==> src/rtl/pla_sweep_misr.sv <==
// Exhaustive PLA input sweep with MISR compaction of the responses.
// Drives x = 0..2^NUM_IN-1, absorbs z after SETTLE extra cycles, pulses done with the signature.
module pla_sweep_misr #(
  parameter int unsigned       NUM_IN  = 7,
  parameter int unsigned       NUM_OUT = 10,
  parameter int unsigned       SIG_W   = 16,
  parameter logic [SIG_W-1:0]  POLY    = 16'h1021,
  parameter logic [SIG_W-1:0]  SEED    = 16'h0000,
  parameter int unsigned       SETTLE  = 1
) (
  input  logic               clk,
  input  logic               rst,
  input  logic               start,
  input  logic               pause,
  output logic [NUM_IN-1:0]  x,
  input  logic [NUM_OUT-1:0] z,
  output logic               busy,
  output logic               done,
  output logic [SIG_W-1:0]   signature
);

  localparam logic [NUM_IN-1:0] XLast     = '1;
  localparam logic [3:0]        SettleCnt = 4'(SETTLE);

  typedef enum logic [0:0] {StIdle, StRun} state_e;

  state_e            state_q, state_d;
  logic [NUM_IN-1:0] x_q, x_d;
  logic [3:0]        cnt_q, cnt_d;
  logic [SIG_W-1:0]  sig_q, sig_d;
  logic              done_q, done_d;
  logic [SIG_W-1:0]  misr_next;

  // One MISR step: shift, conditional polynomial feedback, fold in zero-extended z.
  always_comb begin
    misr_next = {sig_q[SIG_W-2:0], 1'b0};
    if (sig_q[SIG_W-1]) begin
      misr_next = misr_next ^ POLY;
    end
    misr_next = misr_next ^ SIG_W'(z);
  end

  always_comb begin
    state_d = state_q;
    x_d     = x_q;
    cnt_d   = cnt_q;
    sig_d   = sig_q;
    done_d  = 1'b0;
    unique case (state_q)
      StIdle: begin
        if (start) begin
          state_d = StRun;
          x_d     = '0;
          cnt_d   = '0;
          sig_d   = SEED;
        end
      end
      StRun: begin
        // Pause freezes everything, including a final absorb.
        if (!pause) begin
          if (cnt_q < SettleCnt) begin
            cnt_d = cnt_q + 4'd1;
          end else begin
            sig_d = misr_next;
            cnt_d = '0;
            if (x_q == XLast) begin
              state_d = StIdle;
              done_d  = 1'b1;
            end else begin
              x_d = x_q + 1'b1;
            end
          end
        end
      end
      default: state_d = StIdle;
    endcase
  end

  always_ff @(posedge clk) begin
    if (rst) begin
      state_q <= StIdle;
      x_q     <= '0;
      cnt_q   <= '0;
      sig_q   <= SEED;
      done_q  <= 1'b0;
    end else begin
      state_q <= state_d;
      x_q     <= x_d;
      cnt_q   <= cnt_d;
      sig_q   <= sig_d;
      done_q  <= done_d;
    end
  end

  assign x         = x_q;
  assign busy      = (state_q == StRun);
  assign done      = done_q;
  assign signature = sig_q;

endmodule
==> config.mk <==
export PLATFORM = sky130hd
export DESIGN_NAME = pla_sweep_misr
export DESIGN_NICKNAME = d
export VERILOG_FILES = /design/src/rtl/pla_sweep_misr.sv
export SDC_FILE = /design/constraint.sdc
export NUM_CORES = 1
export LEC_CHECK = 0
export ABC_AREA = 1
export ABC_CLOCK_PERIOD_IN_PS = 1430
export CAP_MARGIN = 10
export CORE_ASPECT_RATIO = 1.75
export CORE_UTILIZATION = 30
export CTS_CLUSTER_SIZE = 12
export DETAILED_ROUTE_END_ITERATION = 8
export GPL_TIMING_DRIVEN = 1
export PLACE_DENSITY_LB_ADDON = 0.05
export SETUP_SLACK_MARGIN = 0.1
export SLEW_MARGIN = 20
export SYNTH_ARGS = -nofsm -noshare
export SYNTH_HDL_FRONTEND = slang
export SYNTH_SLANG_ARGS = --single-unit
export TNS_END_PERCENT = 10
==> constraint.sdc <==
create_clock -name clk -period 1.43 [get_ports clk]
set_input_delay 0.286 -clock clk [delete_from_list [all_inputs] [get_ports clk]]
set_output_delay 0.286 -clock clk [all_outputs]
set_load 0.02 [all_outputs]
# Yosys cells after proc, flatten, opt, wreduce, memory -nomap -nowiden
# Index checks and enable logic that the tools add are counted.
[word_totals]
register_bits = 29
output_inout_bits = 25
in_bits = 14
[classes]
reduce_logical = 4
n_eq_ne = 5
n_mux = 20
magnitude_cmp = 1
n_bitwise = 3
addsub = 2
[op_table]
columns = ["cell", "count"]
rows = [
  ["$mux W16", 3],
  ["$pmux W16 S2", 1],
  ["$mux W7", 4],
  ["$xor A16 B10 Y16", 1],
  ["$pmux W7 S2", 1],
  ["$mux W13", 1],
  ["$mux W4", 3],
  ["$ne A2 B2 Y1 const B", 4],
  ["$pmux W4 S2", 1],
  ["$add A7 B1 Y7 const B", 1],
  ["$eq A7 B7 Y1 const B", 1],
  ["$mux W1", 5],
  ["$add A4 B1 Y4 const B", 1],
  ["$lt A4 B1 Y1 const B", 1],
  ["$reduce_and A4 Y1", 1],
  ["$reduce_or A4 Y1", 1],
  ["$not A3 Y3", 1],
  ["$reduce_and A3 Y1", 1],
  ["$pmux W1 S2", 1],
  ["$reduce_and A2 Y1", 1],
  ["$not A1 Y1", 1],
]

# Longest topological paths before layout
[logic_depth]
word_depth = 6
ltp_mapped = 11
mapped_depth_nobuf = 10

# Worst setup path before layout
# OpenSTA, ideal clock, no wires.
[synth_timing]
path_kind = "register -> register"
from = "reg x_q[1] (netlist: x[1])"
to = "reg x_q[5] (netlist: x[5])"
n_path_buf = 0
stages_incl_launch_ff = 9
synth_period_minus_slack_ns = 1.432
setup_slack_ns = -0.002
required_time_ns = 1.318
setup_ns = 0.112
arrival_time_ns = 1.319
cell_sequence = "dfxtp_1 ha_1 nand2_1 nor2_2 nand3_2 nand2_2 inv_1 nand2_1 nand2_1"
[synth_between]
elab_chain_len = 5
word_cells_on_any_way = 8
[synth_lines]
columns = ["item", "line", "rtl"]
rows = [
  ["start: declaration", "28", "logic [NUM_IN-1:0] x_q, x_d;"],
  ["start signal: assignment", "82", "x_q <= '0;"],
  ["start signal: assignment", "88", "x_q <= x_d;"],
  ["$add A7 B1 Y7", "70", "x_d = x_q + 1'b1;"],
  ["$mux W7", "66", "if (x_q == XLast) begin"],
  ["$mux W7", "61", "if (cnt_q < SettleCnt) begin"],
  ["$mux W7", "60", "if (!pause) begin"],
  ["$pmux W7 S2", "49", "unique case (state_q)"],
]
# Several ways; a longest one is shown, not always the timed one. The select of a mux whose other input is x is not followed.
# A chain may end at the register's enable or synchronous reset.

# Worst setup path in the final report
[layout_timing]
from = "reg x_q[2] (netlist: x[2])"
to = "out x[2]"
[layout_rtl]
columns = ["item", "line", "rtl"]
rows = [
  ["end: declaration", "15", "output logic [NUM_IN-1:0] x,"],
]
# No word-level cell between the ends.

==> results.md <==
* FF-to-FF path depth at 7
* Setup skew after layout at 5.013 ps
* Met2 Resource Use GR at 0.2500
* Clk sinks at 29
* Kind of critical path: reg -> out
* Initial core utilization at 0.3181
* Root buffer cell: sky130_fd_sc_hd__clkbuf_8
* Cell Pwr Density at 1074 mW/mm^2
* Critical path cell sequence: clkdlybuf4s15_1
* Share of final-layout standard cells stronger than drive strength 1 at 0.2656
* Switching power as a share of total power at 0.2755
* Die X-Extent at 54.13 um
* Data arrival time of the critical path at 1020 ps
* Post-Place Cells at 296
* Antenna viol nets, final at 0
* Final Net Count at 272
* Estimated wirelength of the detail-placed design at 2.505 mm
* Vias post-DR at 1384
* Cts-stage hold buffer count at 0
* Synthesized flop and latch total at 29
* Post-Layout Inst Area at 0.002191 sq mm
* Run status: complete, no violations
* Leftover overflow at the end of global routing at 0
* Final cycle utilization of the critical path at 0.9153
* Sequential fraction of the synthesis area at 0.4070
* Height of the die at 93.22 um
* Maximum number of pins on one net before global-route repair at 19
* Mean Syn Cell Area at 7.277 sq um
* CP required at 1140 ps
* Count of warnings emitted by yosys at 0
* CP max stage cell: sky130_fd_sc_hd__dfxtp_1
* Most frequent cells in the layout: 39 x sky130_fd_sc_hd__nand2_1, 25 x sky130_fd_sc_hd__nor2_1, 25 x sky130_fd_sc_hd__dfxtp_1, 22 x sky130_fd_sc_hd__dlygate4sd2_1, 18 x sky130_fd_sc_hd__nand3_1
* Port Buffers at 38
* Die area at 0.005045 sq mm
* Met3 usage in global routing at 0.03415
* Routability-driven placement congestion ratio at 0.7349
* Worst Hold Launch: cnt_q[3]
* Clock tree buffer depth at 2
* Max_cap viols at 0
* Final number of setup-violating endpoints at 0
* Most frequent standard cell in the layout excluding fill and tap cells: sky130_fd_sc_hd__nand2_1
* Final hold violation count at 0
* GRT Resource Usage Total at 0.1494
* CORE AREA at 0.004484 sq mm
* TritonCTS clock tree: built
* Terminating pin of the worst hold path: cnt_q[3]
* Reg power frac at 0.393
* Final critical path time including I/O delays and setup at 1309 ps
* Clock insertion delay at the later pin of the skew report at 280 ps
* Slew at the pin closest to its max-slew limit at 247.0 ps
* First-pass GRT wire length at 5.575 mm
* Setup TNS at 0 ps
* Clock buffers created by TritonCTS at 5
* Crit path capture type: output pin
* Place WS at -152.8 ps
* Maximum clock rate at 764.0 MHz
* Gate Count Post-Synth at 196
* Drt first pass iters at 4
* Antenna Cells at 0
* Post-route DRC violation count at 0
* Starting DRC count in detailed routing at 21
* Vias in the first global route at 1285
* Met1 usage in global routing at 0.1760
* FF+latch area at 585.6 sq um
* Combinational group share of total power at 0.235
* Setup repair after global routing missed its margin: true
* Number of library cell types mapped by synthesis at 26
* Number of rows created at floorplan at 32
* Launching point of the worst reg2reg path: x[0]
* Destination of the worst register-to-register timing path: busy
* Synth Net Count at 213
* Reported net switching power at 0.0006484 W
* Count of placed standard cells in the final layout, fillers left out at 307
* Power share of the clock group at 0.372
* Largest stage delay, worst path at 420 ps
* FILL cells at 475
* Worst hold stages at 2
* Post-Route WL at 3.375 mm
* Count of buffering cells on the critical path with inverters included at 1
* Headroom to the max-slew limit at 0.8348
* Nature of the critical path startpoint: register
* Hold crit path type: reg -> reg
* Area growth from synthesis to layout at 53.60%
* CTS H-tree depth at 2
* Reg-to-reg slack, setup at 150 ps
* Post-DR vias/cell at 4.508
* Placed cell area at 0.001986 sq mm
* Final count of pins violating max slew at 0
* Cell class contributing the biggest share of worst-path delay: flip-flops
* Peak supply drop at 837.6 uV
* Wire length per cell after detailed routing at 10.99 um
* Setup slack of the critical path after layout at 121.1 ps
* Initial antenna violation count at 0
* Leakage Power at 0.9768 nW
* Boundary pin count at 39
* Mapped Area at 0.001426 sq mm
* Total area of multi-input combinational cells at 784.5 sq um
* Largest fanout of any net on the critical path at 5
* Internal power at 0.001705 W
* Clock edge transition at the registers on the reported setup and hold paths at 60 ps
* Most heavily used metal layer in global routing: met2
==> cell families (layout without fill, tap and decap cells) <==
logic type / Yosys count / after routing / share of synthesized area
adders and majority gates: 3 / 3 / 0.02632
and+or+nand+nor: 115 / 115 / 0.3877
buffers and inverters: 23 / 83 / 0.08158
AOI/OAI and AO/OA: 26 / 26 / 0.09737
DFF: 29 / 29 / 0.4070
==> power groups by stage <==
stage	logic, W	clock network (W)	registers [W]
2_1_floorplan	0.000231	0	0.00100
3_3_place_gp	0.000534	0	0.000945
3_5_place_dp	0.000533	0	0.000942
4_1_cts	0.000497	0.000906	0.000925
5_1_grt	0.000606	0.000944	0.000937
6_report	0.000553	0.000876	0.000925
==> synth_stat cells <==
| cell type | number | area share |
|---|---|---|
| sky130_fd_sc_hd__nor2_1 | 28 | 0.074 |
| sky130_fd_sc_hd__o21ai_1 | 1 | 0.0035 |
| sky130_fd_sc_hd__o21ai_0 | 7 | 0.025 |
| sky130_fd_sc_hd__buf_4 | 1 | 0.0053 |
| sky130_fd_sc_hd__a21oi_1 | 15 | 0.053 |
| sky130_fd_sc_hd__nor3_1 | 3 | 0.011 |
| sky130_fd_sc_hd__nand2_1 | 41 | 0.11 |
| sky130_fd_sc_hd__a22oi_1 | 1 | 0.0053 |
| sky130_fd_sc_hd__inv_2 | 2 | 0.0053 |
| sky130_fd_sc_hd__ha_1 | 3 | 0.026 |
| sky130_fd_sc_hd__nor2_4 | 3 | 0.024 |
| sky130_fd_sc_hd__buf_2 | 1 | 0.0035 |
| sky130_fd_sc_hd__a21oi_2 | 1 | 0.0061 |
| sky130_fd_sc_hd__a21o_1 | 1 | 0.0053 |
| sky130_fd_sc_hd__nand3b_1 | 1 | 0.0053 |
| sky130_fd_sc_hd__nor2_2 | 2 | 0.0088 |
| sky130_fd_sc_hd__buf_6 | 3 | 0.024 |
| sky130_fd_sc_hd__nand2_4 | 1 | 0.0079 |
| sky130_fd_sc_hd__or2_2 | 10 | 0.044 |
| sky130_fd_sc_hd__nand3_2 | 3 | 0.021 |
| sky130_fd_sc_hd__dfxtp_1 | 29 | 0.41 |
| sky130_fd_sc_hd__nand3_1 | 19 | 0.067 |
| sky130_fd_sc_hd__inv_1 | 15 | 0.039 |
| sky130_fd_sc_hd__nand2_2 | 3 | 0.013 |
| sky130_fd_sc_hd__nor3b_1 | 1 | 0.0053 |
| sky130_fd_sc_hd__inv_4 | 1 | 0.0044 |
==> flip-flops by register name, indices dropped and copies added (netlist names) <==
signal,cells
busy,1
cnt_q,4
done,1
signature,16
x,7
==> worst max path at each step <==
stage | startpoint | endpoint | depth (start not counted)
finish | x[2] | x[2] | 1
global route | signature[6] | signature[6] | 1
CTS | x[0] | x[0] | 2
detailed placement | start | x[4] | 10
global placement | start | signature[7] | 8
floorplan | x[1] | x[5] | 8
==> layer usage <==
| metal | up-vias | part of all wire |
|---|---|---|
| li1 | 748 | - |
| met1 | 603 | 0.45 |
| met2 | 29 | 0.51 |
| met3 | 4 | 0.032 |
| met4 | 0 | 0.012 |
| met5 | - | 0 |
==> what timing repair did <==
| item | 4_1_cts | 5_1_grt |
|---|---|---|
| gates cloned | 0 | 1 |
| buffers inserted | 0 | 2 |
| endpoints found under the setup margin | 36 | 35 |
| pin swaps | 0 | 3 |
| resized for setup | 26 | 26 |
| hold endpoints to repair | 0 | 0 |
==> layout make-up <==
class	instances	area share
Timing Repair Buffer	57	0.2581
Inverter	18	0.03427
Tap cell	51	0.02913
Clock inverter	1	0.01371
Sequential cell	29	0.2673
Clock buffer	7	0.03941
Multi-Input combinational cell	144	0.3581
==> metrics by stage <==
stage / hold slack [ps] / util / total power [W]
floorplan: 348.4 / - / 0.001233
global placement: 425.6 / 0.4428 / 0.001479
detailed placement: 429.6 / 0.4428 / 0.001476
CTS: 439.8 / 0.4621 / 0.002328
global route: 463.6 / 0.4886 / 0.002488
finish: 440.6 / 0.4886 / 0.002353
Note: power is estimated with default switching activity, not from simulation.
